### src/rtl/lfsr_pkg.sv
// lfsr_pkg: shared constants, default tap table and FSM state type for lfsr_tap_search
// Holds no ports; imported by the interface-facing top and its sub-module.
package lfsr_pkg;
  localparam int WIDTH_DEF = 7;
  localparam int NPAT_DEF = 9;
  localparam int DIST_W_DEF = 4;
  // Maximal-length tap masks for a 7-bit register; entry 0 sits in the LSBs.
  localparam logic [NPAT_DEF*WIDTH_DEF-1:0] TAP_TABLE =
    {7'h7B, 7'h7E, 7'h5C, 7'h69, 7'h6A, 7'h72, 7'h78, 7'h48, 7'h60};
  typedef enum logic [1:0] {IDLE, STEP, CHECK, DONE} state_t;
endpackage

### src/rtl/lfsr_tap_search_if.sv
// lfsr_tap_search_if: request/result bundle between a requester (master) and the search engine (slave)
// Master drives Req, DataA, DataB, Dist; slave drives Busy, Ack, Found, TapIdx, Taps, MatchMask.
interface lfsr_tap_search_if #(
  parameter int WIDTH = 7,
  parameter int NPAT = 9,
  parameter int DIST_W = 4
);
  logic Req;
  logic [WIDTH-1:0] DataA;
  logic [WIDTH-1:0] DataB;
  logic [DIST_W-1:0] Dist;
  logic Busy;
  logic Ack;
  logic Found;
  logic [$clog2(NPAT)-1:0] TapIdx;
  logic [WIDTH-1:0] Taps;
  logic [NPAT-1:0] MatchMask;
  modport master (output Req, DataA, DataB, Dist, input Busy, Ack, Found, TapIdx, Taps, MatchMask);
  modport slave (input Req, DataA, DataB, Dist, output Busy, Ack, Found, TapIdx, Taps, MatchMask);
endinterface

### src/rtl/lfsr_step.sv
// lfsr_step: one combinational LFSR step, shifting left with the tap parity entering at the LSB
// Ports: cur_i current state, taps_i tap mask, nxt_o next state.
module lfsr_step #(
  parameter int WIDTH = 7
) (
  input  logic [WIDTH-1:0] cur_i,
  input  logic [WIDTH-1:0] taps_i,
  output logic [WIDTH-1:0] nxt_o
);
  assign nxt_o = {cur_i[WIDTH-2:0], ^(cur_i & taps_i)};
endmodule

### src/rtl/lfsr_tap_search.sv
// lfsr_tap_search: finds which tap pattern carries DataA to DataB in Dist LFSR steps
// Ports: Clk, Reset_n (synchronous, active-low); bus (slave modport): Req/DataA/DataB/Dist in,
//   Busy/Ack/Found/TapIdx/Taps/MatchMask out.
// Define LFSR_SEARCH_ALL_EN to scan every pattern instead of stopping at the first match.
module lfsr_tap_search
  import lfsr_pkg::*;
#(
  parameter int WIDTH = WIDTH_DEF,
  parameter int NPAT = NPAT_DEF,
  parameter int DIST_W = DIST_W_DEF,
  parameter logic [NPAT*WIDTH-1:0] TAPS = TAP_TABLE
) (
  input logic Clk,
  input logic Reset_n,
  lfsr_tap_search_if.slave bus
);
  localparam int IW = $clog2(NPAT);
  localparam logic [IW-1:0] LAST = IW'(NPAT - 1);
  state_t state_q, state_d;
  logic [IW-1:0] idx_q, idx_d, tap_idx_q, tap_idx_d;
  logic [WIDTH-1:0] cur_q, cur_d, a_q, a_d, b_q, b_d, taps_q, taps_d, nxt, tap_sel;
  logic [DIST_W-1:0] cnt_q, cnt_d, dist_q, dist_d;
  logic [NPAT-1:0] mask_q, mask_d;
  logic found_q, found_d, hit, stop;
  logic [NPAT-1:0][WIDTH-1:0] tab;
  assign tab = TAPS;
  assign tap_sel = tab[idx_q];
  lfsr_step #(.WIDTH(WIDTH)) u_step (.cur_i(cur_q), .taps_i(tap_sel), .nxt_o(nxt));
  assign hit = cur_q == b_q;
`ifdef LFSR_SEARCH_ALL_EN
  assign stop = idx_q == LAST;
`else
  assign stop = idx_q == LAST || hit;
`endif
  always_comb begin
    state_d = state_q;
    idx_d = idx_q;
    cur_d = cur_q;
    cnt_d = cnt_q;
    a_d = a_q;
    b_d = b_q;
    dist_d = dist_q;
    found_d = found_q;
    tap_idx_d = tap_idx_q;
    taps_d = taps_q;
    mask_d = mask_q;
    case (state_q)
      IDLE: if (bus.Req) begin
        a_d = bus.DataA;
        b_d = bus.DataB;
        dist_d = bus.Dist;
        idx_d = '0;
        cur_d = bus.DataA;
        cnt_d = bus.Dist;
        found_d = 1'b0;
        tap_idx_d = '0;
        taps_d = '0;
        mask_d = '0;
        state_d = bus.Dist != '0 ? STEP : CHECK;
      end
      STEP: begin
        cur_d = nxt;
        cnt_d = cnt_q - 1'b1;
        state_d = cnt_d == '0 ? CHECK : STEP;
      end
      CHECK: begin
        if (hit) begin
          mask_d[idx_q] = 1'b1;
          if (!found_q) begin
            found_d = 1'b1;
            tap_idx_d = idx_q;
            taps_d = tap_sel;
          end
        end
        if (stop) state_d = DONE;
        else begin
          // Restart from the captured start word with the next pattern.
          idx_d = idx_q + 1'b1;
          cur_d = a_q;
          cnt_d = dist_q;
          state_d = dist_q != '0 ? STEP : CHECK;
        end
      end
      DONE: state_d = IDLE;
      default: state_d = IDLE;
    endcase
  end
  always_ff @(posedge Clk) begin
    if (!Reset_n) begin
      state_q <= IDLE;
      idx_q <= '0;
      cur_q <= '0;
      cnt_q <= '0;
      a_q <= '0;
      b_q <= '0;
      dist_q <= '0;
      found_q <= 1'b0;
      tap_idx_q <= '0;
      taps_q <= '0;
      mask_q <= '0;
    end else begin
      state_q <= state_d;
      idx_q <= idx_d;
      cur_q <= cur_d;
      cnt_q <= cnt_d;
      a_q <= a_d;
      b_q <= b_d;
      dist_q <= dist_d;
      found_q <= found_d;
      tap_idx_q <= tap_idx_d;
      taps_q <= taps_d;
      mask_q <= mask_d;
    end
  end
  assign bus.Busy = state_q != IDLE;
  assign bus.Ack = state_q == DONE;
  assign bus.Found = found_q;
  assign bus.TapIdx = tap_idx_q;
  assign bus.Taps = taps_q;
  assign bus.MatchMask = mask_q;
endmodule

### src/flat_wrapper.sv
// flat-port wrapper written by rule: the top's interface ports become plain ports
module lfsr_tap_search_flat import lfsr_pkg::*;
#(
  parameter int WIDTH = WIDTH_DEF,
  parameter int NPAT = NPAT_DEF,
  parameter int DIST_W = DIST_W_DEF,
  parameter logic [NPAT*WIDTH-1:0] TAPS = TAP_TABLE
)
  (Clk, Reset_n, bus_Req, bus_DataA, bus_DataB, bus_Dist, bus_Busy, bus_Ack, bus_Found, bus_TapIdx, bus_Taps, bus_MatchMask);
  lfsr_tap_search_if #(.WIDTH(WIDTH), .NPAT(NPAT), .DIST_W(DIST_W)) bus_i ();
  input logic Clk;
  input logic Reset_n;
  input wire logic [$bits(bus_i.Req)-1:0] bus_Req;
  input wire logic [$bits(bus_i.DataA)-1:0] bus_DataA;
  input wire logic [$bits(bus_i.DataB)-1:0] bus_DataB;
  input wire logic [$bits(bus_i.Dist)-1:0] bus_Dist;
  output wire logic [$bits(bus_i.Busy)-1:0] bus_Busy;
  output wire logic [$bits(bus_i.Ack)-1:0] bus_Ack;
  output wire logic [$bits(bus_i.Found)-1:0] bus_Found;
  output wire logic [$bits(bus_i.TapIdx)-1:0] bus_TapIdx;
  output wire logic [$bits(bus_i.Taps)-1:0] bus_Taps;
  output wire logic [$bits(bus_i.MatchMask)-1:0] bus_MatchMask;
  assign bus_i.Req = bus_Req;
  assign bus_i.DataA = bus_DataA;
  assign bus_i.DataB = bus_DataB;
  assign bus_i.Dist = bus_Dist;
  assign bus_Busy = bus_i.Busy;
  assign bus_Ack = bus_i.Ack;
  assign bus_Found = bus_i.Found;
  assign bus_TapIdx = bus_i.TapIdx;
  assign bus_Taps = bus_i.Taps;
  assign bus_MatchMask = bus_i.MatchMask;
  lfsr_tap_search #(.WIDTH(WIDTH), .NPAT(NPAT), .DIST_W(DIST_W), .TAPS(TAPS)) u_core (.Clk(Clk), .Reset_n(Reset_n), .bus(bus_i));
endmodule
### config.mk
export PLATFORM = sky130hd
export DESIGN_NAME = lfsr_tap_search_flat
export DESIGN_NICKNAME = d
export VERILOG_FILES = /design/src/rtl/lfsr_pkg.sv /design/src/rtl/lfsr_tap_search_if.sv /design/src/rtl/lfsr_step.sv /design/src/rtl/lfsr_tap_search.sv /design/src/flat_wrapper.sv
export SDC_FILE = /design/constraint.sdc
export NUM_CORES = 1
export LEC_CHECK = 0
export BUFFER_PORTS_ARGS = -buffer_cell sky130_fd_sc_hd__buf_2
export CAP_MARGIN = 10
export CORE_MARGIN = 4
export CORE_UTILIZATION = 39
export CTS_BUF_LIST = sky130_fd_sc_hd__clkbuf_4 sky130_fd_sc_hd__clkbuf_8
export DETAILED_ROUTE_END_ITERATION = 16
export GPL_ROUTABILITY_DRIVEN = 0
export GPL_TIMING_DRIVEN = 0
export PLACE_DENSITY = 0.66
export SKIP_CTS_REPAIR_TIMING = 1
export SLEW_MARGIN = 10
export SYNTH_ARGS = -nofsm -noshare
export SYNTH_HDL_FRONTEND = slang
export SYNTH_SLANG_ARGS = --single-unit
### constraint.sdc
create_clock -name Clk -period 2.1 [get_ports Clk]
set_input_delay 0.63 -clock Clk [delete_from_list [all_inputs] [get_ports Clk]]
set_output_delay 0.63 -clock Clk [all_outputs]
set_load 0.01 [all_outputs]
==> results of run 1 <==
## worst max path at each step
| stage | start | end | slack (ps) | depth (start not counted) |
|---|---|---|---|---|
| 2_1_floorplan | u_core.state_q[0]$_SDFFE_PN0P_ | u_core.tap_sel[1]$_SDFF_PP1_ | 30 | 11 |
| 3_3_place_gp | u_core.state_q[0]$_SDFFE_PN0P_ | u_core.tap_sel[1]$_SDFF_PP1_ | -170 | 11 |
| 3_5_place_dp | u_core.state_q[0]$_SDFFE_PN0P_ | u_core.tap_sel[1]$_SDFF_PP1_ | -240 | 11 |
| 4_1_cts | u_core.state_q[0]$_SDFFE_PN0P_ | u_core.tap_sel[1]$_SDFF_PP1_ | -260 | 11 |
| 5_1_grt | u_core.state_q[1]$_SDFFE_PN0P_ | u_core.tap_sel[3]$_SDFF_PP1_ | -120 | 11 |
| 6_report | u_core.state_q[1]$_SDFFE_PN0P_ | u_core.tap_sel[5]$_SDFF_PP1_ | -50 | 12 |
## sequential cells by signal, summed over array words and instances (netlist names)
signal / cells
u_core.bus.Taps: 7
u_core.tap_sel: 6
u_core.state_q: 2
u_core.cnt_q: 4
u_core.a_q: 7
u_core.dist_q: 4
u_core.b_q: 7
u_core.idx_q: 4
u_core.bus.MatchMask: 9
u_core.bus.TapIdx: 4
u_core.bus.Found: 1
u_core.cur_q: 7
## kinds of logic after synthesis
logic type                 synth area share (%)
DFF                                        40.1
and+or+nand+nor                            20.2
adders and majority gates                  5.67
buffers and inverters                      5.38
muxes                                      5.75
AOI/OAI and AO/OA                          18.1
xor gates and xnor gates                   4.78
## tightest hold or removal path, cell delays in order (launching register included)
cell and delay, ps:
dfxtp_1 310, nand2_1 50, a21boi_1 50
## power by group
| part | internal, W | switching (W) | total [W] |
|---|---|---|---|
| registers | 0.00143 | 0.000245 | 0.00168 |
| logic | 0.00107 | 0.00148 | 0.00255 |
| clock network | 0.000778 | 0.000471 | 0.00125 |
## cells in the mapped netlist, drive strengths merged, types with 2 or more instances
master   n
nand2   65
dfxtp   62
nor2    31
a21boi  28
a21oi   19
inv     18
mux2i   15
ha      14
xnor2   13
nor2b   12
clkbuf  11
a22oi   10
buf      9
nand4    9
a31oi    8
o21ai    6
nand3    4
or3      4
nor4     3
xor2     3
nand2b   2
nor3     2
o211a    2
o21bai   2
o22ai    2
## metrics by stage
stage	util, %	worst slack, ps
6_report	49.8	-46.0
5_1_grt	49.8	-124
4_1_cts	47.5	-259
3_5_place_dp	44.4	-237
3_3_place_gp	44.4	-167
2_1_floorplan	-	27.9
## per-layer routing
| metal | track usage [%] | vias to the layer above |
|---|---|---|
| met5 | 0 | - |
| li1 | - | 1338 |
| met4 | 6.59 | 0 |
| met3 | 4.33 | 14 |
| met2 | 27.1 | 69 |
| met1 | 21.7 | 1270 |
## cell type report
| type | count | area [um2] |
|---|---|---|
| plain buffers | 20 | 109 |
| flip-flops and latches | 62 | 1250 |
| clock buffers | 13 | 173 |
| clock inverters | 3 | 65.1 |
| well taps | 102 | 128 |
| repair buffers | 47 | 251 |
| inverters | 18 | 72.6 |
| multi-input cells | 262 | 1800 |
| fillers | 731 | 3880 |
==> results.ini, run 1 <==
[grt]
grt_pass1_wl_um=12700
grtUsageTotal_pct=16.9
antenna_found_initial=0
grt_pass1_vias=2618
overflow=0
grt_start_max_net_pins=11

[timing]
layout_setup_ws_ps=-46.0
whs_ps=456
setup_violations=3
maxSlewViolCount=0
fin_setup_tns_ps=-66.5
fmax_mhz=466
maxSlewHeadroom_pct=65.2
timing.final.hold_violations=0
min_period_ps=2150
skew_ps=9.34
fin_crit_sh_pct=102
worstMarginPinSlew_ps=521
rsz0062_at_grt=yes

[cells_and_area]
final_common_cell=nand2_1
instances_no_fill=527
fin_nets=455
layout_common_cells=63 x nand2_1, 56 x dfxtp_1, 44 x buf_2, 29 x nor2_1, 25 x a21boi_0
final_area_mm2=0.00385
n_antenna_cell=0
drive_gt1_share_pct=24.7
area_delta_synth_final_pct=24.5

[yosys]
syn_inst=362
async_reset_ff_share_pct=0
synth-edff-count=0
synth_area_leader_cell=dfxtp_1
yosys_warnings=0
yosys-top-cells-area=dfxtp_1 40%, nand2_1 7.8%, a21boi_0 6.1%
syn_avg_cell_area_um2=8.54
syn_area_mm2=0.00309
ys_seq_area_share_pct=40.1
synth_fp_nets=397
post-synth-top-area-fraction_pct=40.1
ys_seq_elements=62
yosysUniqueCellTypes=48
synth_ff_type=dfxtp_1

[floorplanning]
start_util_pct=40.0
io_pins=44
core_area_mm2=0.00773
die_w_um=97.0
die_h_um=97.0
row_count=32
dieArea_mm2=0.00942

[critical_path]
crit_top_cell=ha_4
crit_arrival_ps=2430
r2r_slack_ps=-50
path_buf_inv=3
cp_top_family=multiplexers
critPathLaunchType=flop
path_cells=inv_4 -> ha_4 -> buf_6 -> mux2i_4 -> a21oi_4 -> o21ai_4 -> xnor2_2 -> nor2_4 -> inv_1 -> ha_4 -> mux2_4 -> nand2_1
critPathKind=reg2reg
required_ps=2380
crit_fanout=4
r2r-end=u_core.tap_sel[5]$_SDFF_PP1_
cp-end-kind=flop
slowest_stage=dfxtp_4
worstRegToRegCells=12
regToRegStartpoint=u_core.state_q[1]$_SDFFE_PN0P_
cpPeakStageDelay_ps=400

[route]
via_per_inst=5.11
first_iter_violations=123
routed_wirelength_um=7720
routed-wl-met2_um=3640
wl_per_cell_um=14.6
drc=0
dr.pass1.iters=5
met3_length_um=334
wl_met1_um=3610
vias=2691
ant_nets=0
top_layer_used=met4

[min_path]
hold_path_class=reg2reg
min_from=u_core.bus.TapIdx[0]$_SDFFE_PN0P_
hold_path_end=u_core.bus.TapIdx[0]$_SDFFE_PN0P_
hold_path_depth=2

[power_and_ir_drop]
finalPower_w=0.00548
powerDensity_mw_per_mm2=1420
ir_drop_uv=526
leakage_nw=1.60

[clocking]
htreeDepth=3
cts_tree=yes
clkSlewWorstSetupHoldPaths_ps=70
clock-sinks=62
clock_latency_ps=340
cts_made_buffers=9
clock_path_buffers=2
cts_root_buffer=clkbuf_8

[placed_design]
dp_hpwl_um=5600
place_area_mm2=0.00343
dp_cells=506
io_buffers=42

[run_status]
status=finished, violations left
violations=negative setup slack

[run]
cap_violations=0

Note: power is estimated with default switching activity, not from simulation.
==> run 2, diff against run 1 <==
- MAX_ROUTING_LAYER: not set -> met4
==> results.ini, run 2 (synthesis results as in run 1) <==
[grt]
antenna_found_initial=0  ; unchanged
grtUsageTotal_pct=17.3  ; +0.41 points
grt_pass1_wl_um=12700  ; -0.16%
grt_pass1_vias=2628  ; +0.38%
overflow=0  ; unchanged
grt_start_max_net_pins=11  ; unchanged

[run]
cap_violations=0  ; unchanged

[cells_and_area]
drive_gt1_share_pct=24.7  ; unchanged
area_delta_synth_final_pct=24.5  ; unchanged
regArea_mm2=0.00125  ; unchanged
final_common_cell=nand2_1
n_antenna_cell=0  ; unchanged
fin_nets=455  ; unchanged
instances_no_fill=527  ; unchanged
largest_reg_flops=9  ; unchanged
fillers=731  ; unchanged
multi_input_area_mm2=0.00180  ; unchanged
layout_common_cells=63 x nand2_1, 56 x dfxtp_1, 44 x buf_2, 29 x nor2_1, 25 x a21boi_0

[route]
dr.pass1.iters=4  ; -1
routed_wirelength_um=7690  ; -0.45%
drc=0  ; unchanged
via_per_inst=5.11  ; about the same
wl_met1_um=3570  ; -1.0%
ant_nets=0  ; unchanged
top_layer_used=met4
vias=2693  ; +0.074%
routed-wl-met2_um=3600  ; -1.1%
first_iter_violations=174  ; +41%
wl_per_cell_um=14.6  ; -0.45%
met3_length_um=386  ; +16%

[power_and_ir_drop]
swShare_pct=40.1  ; -0.086 points
pwr-share-clk_pct=22.7  ; about the same
powerDensity_mw_per_mm2=1420  ; -0.12%
finalPower_w=0.00547  ; -0.12%
pwr-share-seq_pct=30.6  ; about the same
ir_drop_uv=520  ; -1.0%
pwr-share-comb_pct=46.7  ; about the same
intPower_w=0.00328  ; about the same
p_switching_w=0.00219  ; -0.33%
leakage_nw=1.60  ; unchanged

[critical_path]
slowest_stage=dfxtp_4
crit_top_cell=ha_4
required_ps=2380  ; about the same
path_cells=inv_4 -> ha_4 -> buf_6 -> mux2i_4 -> a21oi_4 -> o21ai_4 -> xnor2_2 -> nor2_4 -> inv_1 -> ha_4 -> mux2_4 -> nand2_1
critPathLaunchType=flop
cp-end-kind=flop
cpPeakStageDelay_ps=400  ; about the same
critPathKind=reg2reg
crit_fanout=4  ; unchanged
crit_arrival_ps=2420  ; about the same

[floorplanning]
start_util_pct=40.0  ; unchanged
dieArea_mm2=0.00942  ; unchanged
die_h_um=97.0  ; unchanged
die_w_um=97.0  ; unchanged
core_area_mm2=0.00773  ; unchanged
io_pins=44  ; unchanged
row_count=32  ; unchanged

[timing]
fmax_mhz=467  ; +0.22%
setup_violations=3  ; unchanged
fin_setup_tns_ps=-59.7  ; +6.83 ps
maxSlewHeadroom_pct=63.4  ; -1.9 points
worstMarginPinSlew_ps=549  ; +28.0 ps
min_period_ps=2140  ; -4.72 ps
skew_ps=8.36  ; -0.980 ps
fin_crit_sh_pct=102  ; -0.22 points
maxSlewViolCount=0  ; unchanged
layout_setup_ws_ps=-41.3  ; +4.72 ps
rsz0062_at_grt=yes
timing.final.hold_violations=0  ; unchanged

[run_status]
violations=negative setup slack
status=finished, violations left

[clocking]
clkSlewWorstSetupHoldPaths_ps=70  ; about the same
clock_latency_ps=340  ; about the same
clock_path_buffers=2  ; unchanged
cts_tree=yes
cts_made_buffers=9  ; unchanged
htreeDepth=3  ; unchanged
cts_root_buffer=clkbuf_8
clock-sinks=62  ; unchanged

[placed_design]
dp_cells=506  ; unchanged
io_buffers=42  ; unchanged
dp_hpwl_um=5600  ; unchanged

[min_path]
hold_path_class=reg2reg

==> run 2: cell counts in the layout (fill, tap and decap cells not counted) <==
Identical to the previous run, type by type.
==> run 2: power groups by stage <==
stage	logic [W]	registers (W)	clock network (W)
after floorplan	0.00175	0.00161	0
after global placement	0.00223	0.00166	0
after detailed placement	0.00228	0.00167	0
after global routing	0.00284	0.00171	0.00132
after CTS	0.00229	0.00165	0.00126
final	0.00255	0.00168	0.00124
==> run 2: per-layer routing <==
metal	track usage, %	vias to the layer above
li1	-	1338
met1	21.8	1274
met2	27.1	71
met3	3.89	10
met4	6.59	0
met5	-	-
==> run 2: final cells by class <==
type,instances,share of cell area (%)
clock inverters,3,1.69
multi-input cells,262,46.7
plain buffers,20,2.83
flip-flops and latches,62,32.6
inverters,18,1.89
clock buffers,13,4.49
repair buffers,47,6.53
well taps,102,3.32
==> run 2: path summary, 6_finish.rpt <==
kind	startpoint	to	slack (ps)	depth (start not counted)
worst min-delay path	u_core.bus.TapIdx[0]$_SDFFE_PN0P_	u_core.bus.TapIdx[0]$_SDFFE_PN0P_	460	2
worst max register to register	u_core.state_q[1]$_SDFFE_PN0P_	u_core.tap_sel[5]$_SDFF_PP1_	-40	12
worst min register to register	u_core.bus.TapIdx[0]$_SDFFE_PN0P_	u_core.bus.TapIdx[0]$_SDFFE_PN0P_	460	2
worst max-delay path	u_core.state_q[1]$_SDFFE_PN0P_	u_core.tap_sel[5]$_SDFF_PP1_	-40	12
==> run 2: worst max-delay path: cells and delay by family, from the launching register on <==
family                   cells  cell delay [ps]
AND/OR/NAND/NOR              2              220
adder cells (fa/ha/maj)      2              300
flip-flops                   1              400
XOR/XNOR                     1              180
buffers and inverters        3              270
AO/OA/AOI/OAI                2              260
multiplexers                 2              450
==> run 2: metrics by stage <==
stage	setup WS [ps]	util, %	cell area (um2)	hold WS, ps
after floorplan	27.9	-	3100	444
after global placement	-167	44.4	3430	441
after detailed placement	-237	44.4	3430	449
after CTS	-259	47.5	3670	458
after global routing	-124	49.8	3850	479
final	-41.3	49.8	3850	456
==> run 3, diff against run 2 <==
- CTS_BUF_LIST: sky130_fd_sc_hd__clkbuf_4 sky130_fd_sc_hd__clkbuf_8 -> not set
==> results.ini, run 3 (synthesis results as in run 1) <==
[run_status]
status=finished, violations left
violations=negative setup slack

[placed_design]
io_buffers=42  ; unchanged
dp_hpwl_um=5600  ; unchanged
place_ws_ps=-237  ; unchanged

[cells_and_area]
n_antenna_cell=0  ; unchanged
area_delta_synth_final_pct=24.4  ; about the same
drive_gt1_share_pct=24.5  ; -0.24 points
final_common_cell=nand2_1
largest_reg_flops=9  ; unchanged
layout_common_cells=63 x nand2_1, 56 x dfxtp_1, 44 x buf_2, 29 x nor2_1, 25 x a21boi_0
fin_nets=455  ; unchanged
fillers=733  ; +0.27%

[floorplanning]
row_count=32  ; unchanged
core_area_mm2=0.00773  ; unchanged
dieArea_mm2=0.00942  ; unchanged
start_util_pct=40.0  ; unchanged
die_w_um=97.0  ; unchanged
die_h_um=97.0  ; unchanged
io_pins=44  ; unchanged

[route]
drc=0  ; unchanged
routed_wirelength_um=7700  ; +0.21%
vias=2674  ; -0.71%
via_per_inst=5.07  ; -0.71%
first_iter_violations=108  ; -38%
ant_nets=0  ; unchanged
dr.pass1.iters=4  ; unchanged
wl_per_cell_um=14.6  ; +0.21%

[critical_path]
critPathKind=reg2reg
cp_top_family=multiplexers
path_cells=inv_4 -> ha_4 -> buf_6 -> mux2i_4 -> a21oi_4 -> o21ai_4 -> xnor2_2 -> nor2_4 -> inv_1 -> ha_4 -> mux2_4 -> nand2_1
path_buf_inv=3  ; unchanged
crit_arrival_ps=2420  ; about the same
slowest_stage=dfxtp_4
crit_fanout=4  ; unchanged
cpPeakStageDelay_ps=400  ; about the same
crit_top_cell=ha_4
cp-end-kind=flop
required_ps=2380  ; about the same
critPathLaunchType=flop

[power_and_ir_drop]
ir_drop_uv=517  ; -0.56%
finalPower_w=0.00545  ; -0.37%
leakage_nw=1.60  ; -0.21%
powerDensity_mw_per_mm2=1420  ; -0.27%

[timing]
min_period_ps=2140  ; -2.25 ps
timing.final.hold_violations=0  ; unchanged
maxSlewHeadroom_pct=64.5  ; +1.1 points
fmax_mhz=468  ; +0.11%
whs_ps=456  ; +0.0670 ps
fin_setup_tns_ps=-63.3  ; -3.57 ps
maxSlewViolCount=0  ; unchanged
rsz0062_at_grt=yes
worstMarginPinSlew_ps=533  ; -16.8 ps
skew_ps=8.65  ; +0.290 ps
setup_violations=3  ; unchanged
layout_setup_ws_ps=-39.0  ; +2.25 ps
fin_crit_sh_pct=102  ; -0.11 points

[grt]
grt_pass1_vias=2633  ; +0.19%
antenna_found_initial=0  ; unchanged
overflow=0  ; unchanged
grt_start_max_net_pins=11  ; unchanged
grt_pass1_wl_um=12700  ; about the same
grtUsageTotal_pct=17.4  ; +0.065 points

[clocking]
clock_path_buffers=2  ; unchanged
cts_root_buffer=clkbuf_8
htreeDepth=3  ; unchanged
clkSlewWorstSetupHoldPaths_ps=70  ; about the same
cts_made_buffers=9  ; unchanged
cts_tree=yes
clock-sinks=62  ; unchanged
clock_latency_ps=340  ; about the same

[min_path]
hold_path_class=reg2reg

[run]
cap_violations=0  ; unchanged

run 3: cell counts in the layout (fill, tap and decap cells not counted):
No cell type changed its count.
run 3: power by group:
group / switching, W / internal, W
logic: 0.00148 / 0.00107
clock network: 0.000458 / 0.000765
registers: 0.000244 / 0.00143
run 3: worst paths after layout:
kind                                     start                                 to  slack [ps]  depth (start not counted)
max             u_core.state_q[1]$_SDFFE_PN0P_       u_core.tap_sel[5]$_SDFF_PP1_         -40                         12
min          u_core.bus.TapIdx[0]$_SDFFE_PN0P_  u_core.bus.TapIdx[0]$_SDFFE_PN0P_         460                          2
max reg2reg     u_core.state_q[1]$_SDFFE_PN0P_       u_core.tap_sel[5]$_SDFF_PP1_         -40                         12
min reg2reg  u_core.bus.TapIdx[0]$_SDFFE_PN0P_  u_core.bus.TapIdx[0]$_SDFFE_PN0P_         460                          2
run 3: tightest hold or removal path, cell delays in order, from the launching register on:
cell and delay [ps]:
dfxtp_1 310, nand2_1 50, a21boi_1 50
run 3: final cells by class:
cell class	count	area [um2]	area share, %
multi-input cells	262	1800	46.7
flip-flops and latches	62	1250	32.6
repair buffers	47	251	6.54
clock buffers	13	169	4.39
well taps	102	128	3.32
plain buffers	20	109	2.83
inverters	18	72.6	1.89
clock inverters	3	65.1	1.69
run 3: through the flow:
| stage | std cells | util, % | area [um2] |
|---|---|---|---|
| floorplan | 362 | - | 3100 |
| detailed placement | 506 | 44.4 | 3430 |
| CTS | 522 | 47.5 | 3670 |
| global route | 527 | 49.8 | 3840 |
| finish | 527 | 49.8 | 3840 |
| global placement | 506 | 44.4 | 3430 |
run 3: routing by layer:
metal	up-vias	global-route usage, %	share of wire [%]
met5	-	-	0
met4	0	7.02	1.3
met3	7	4.11	4.7
met2	65	27.1	48
met1	1258	21.7	46
li1	1344	-	-
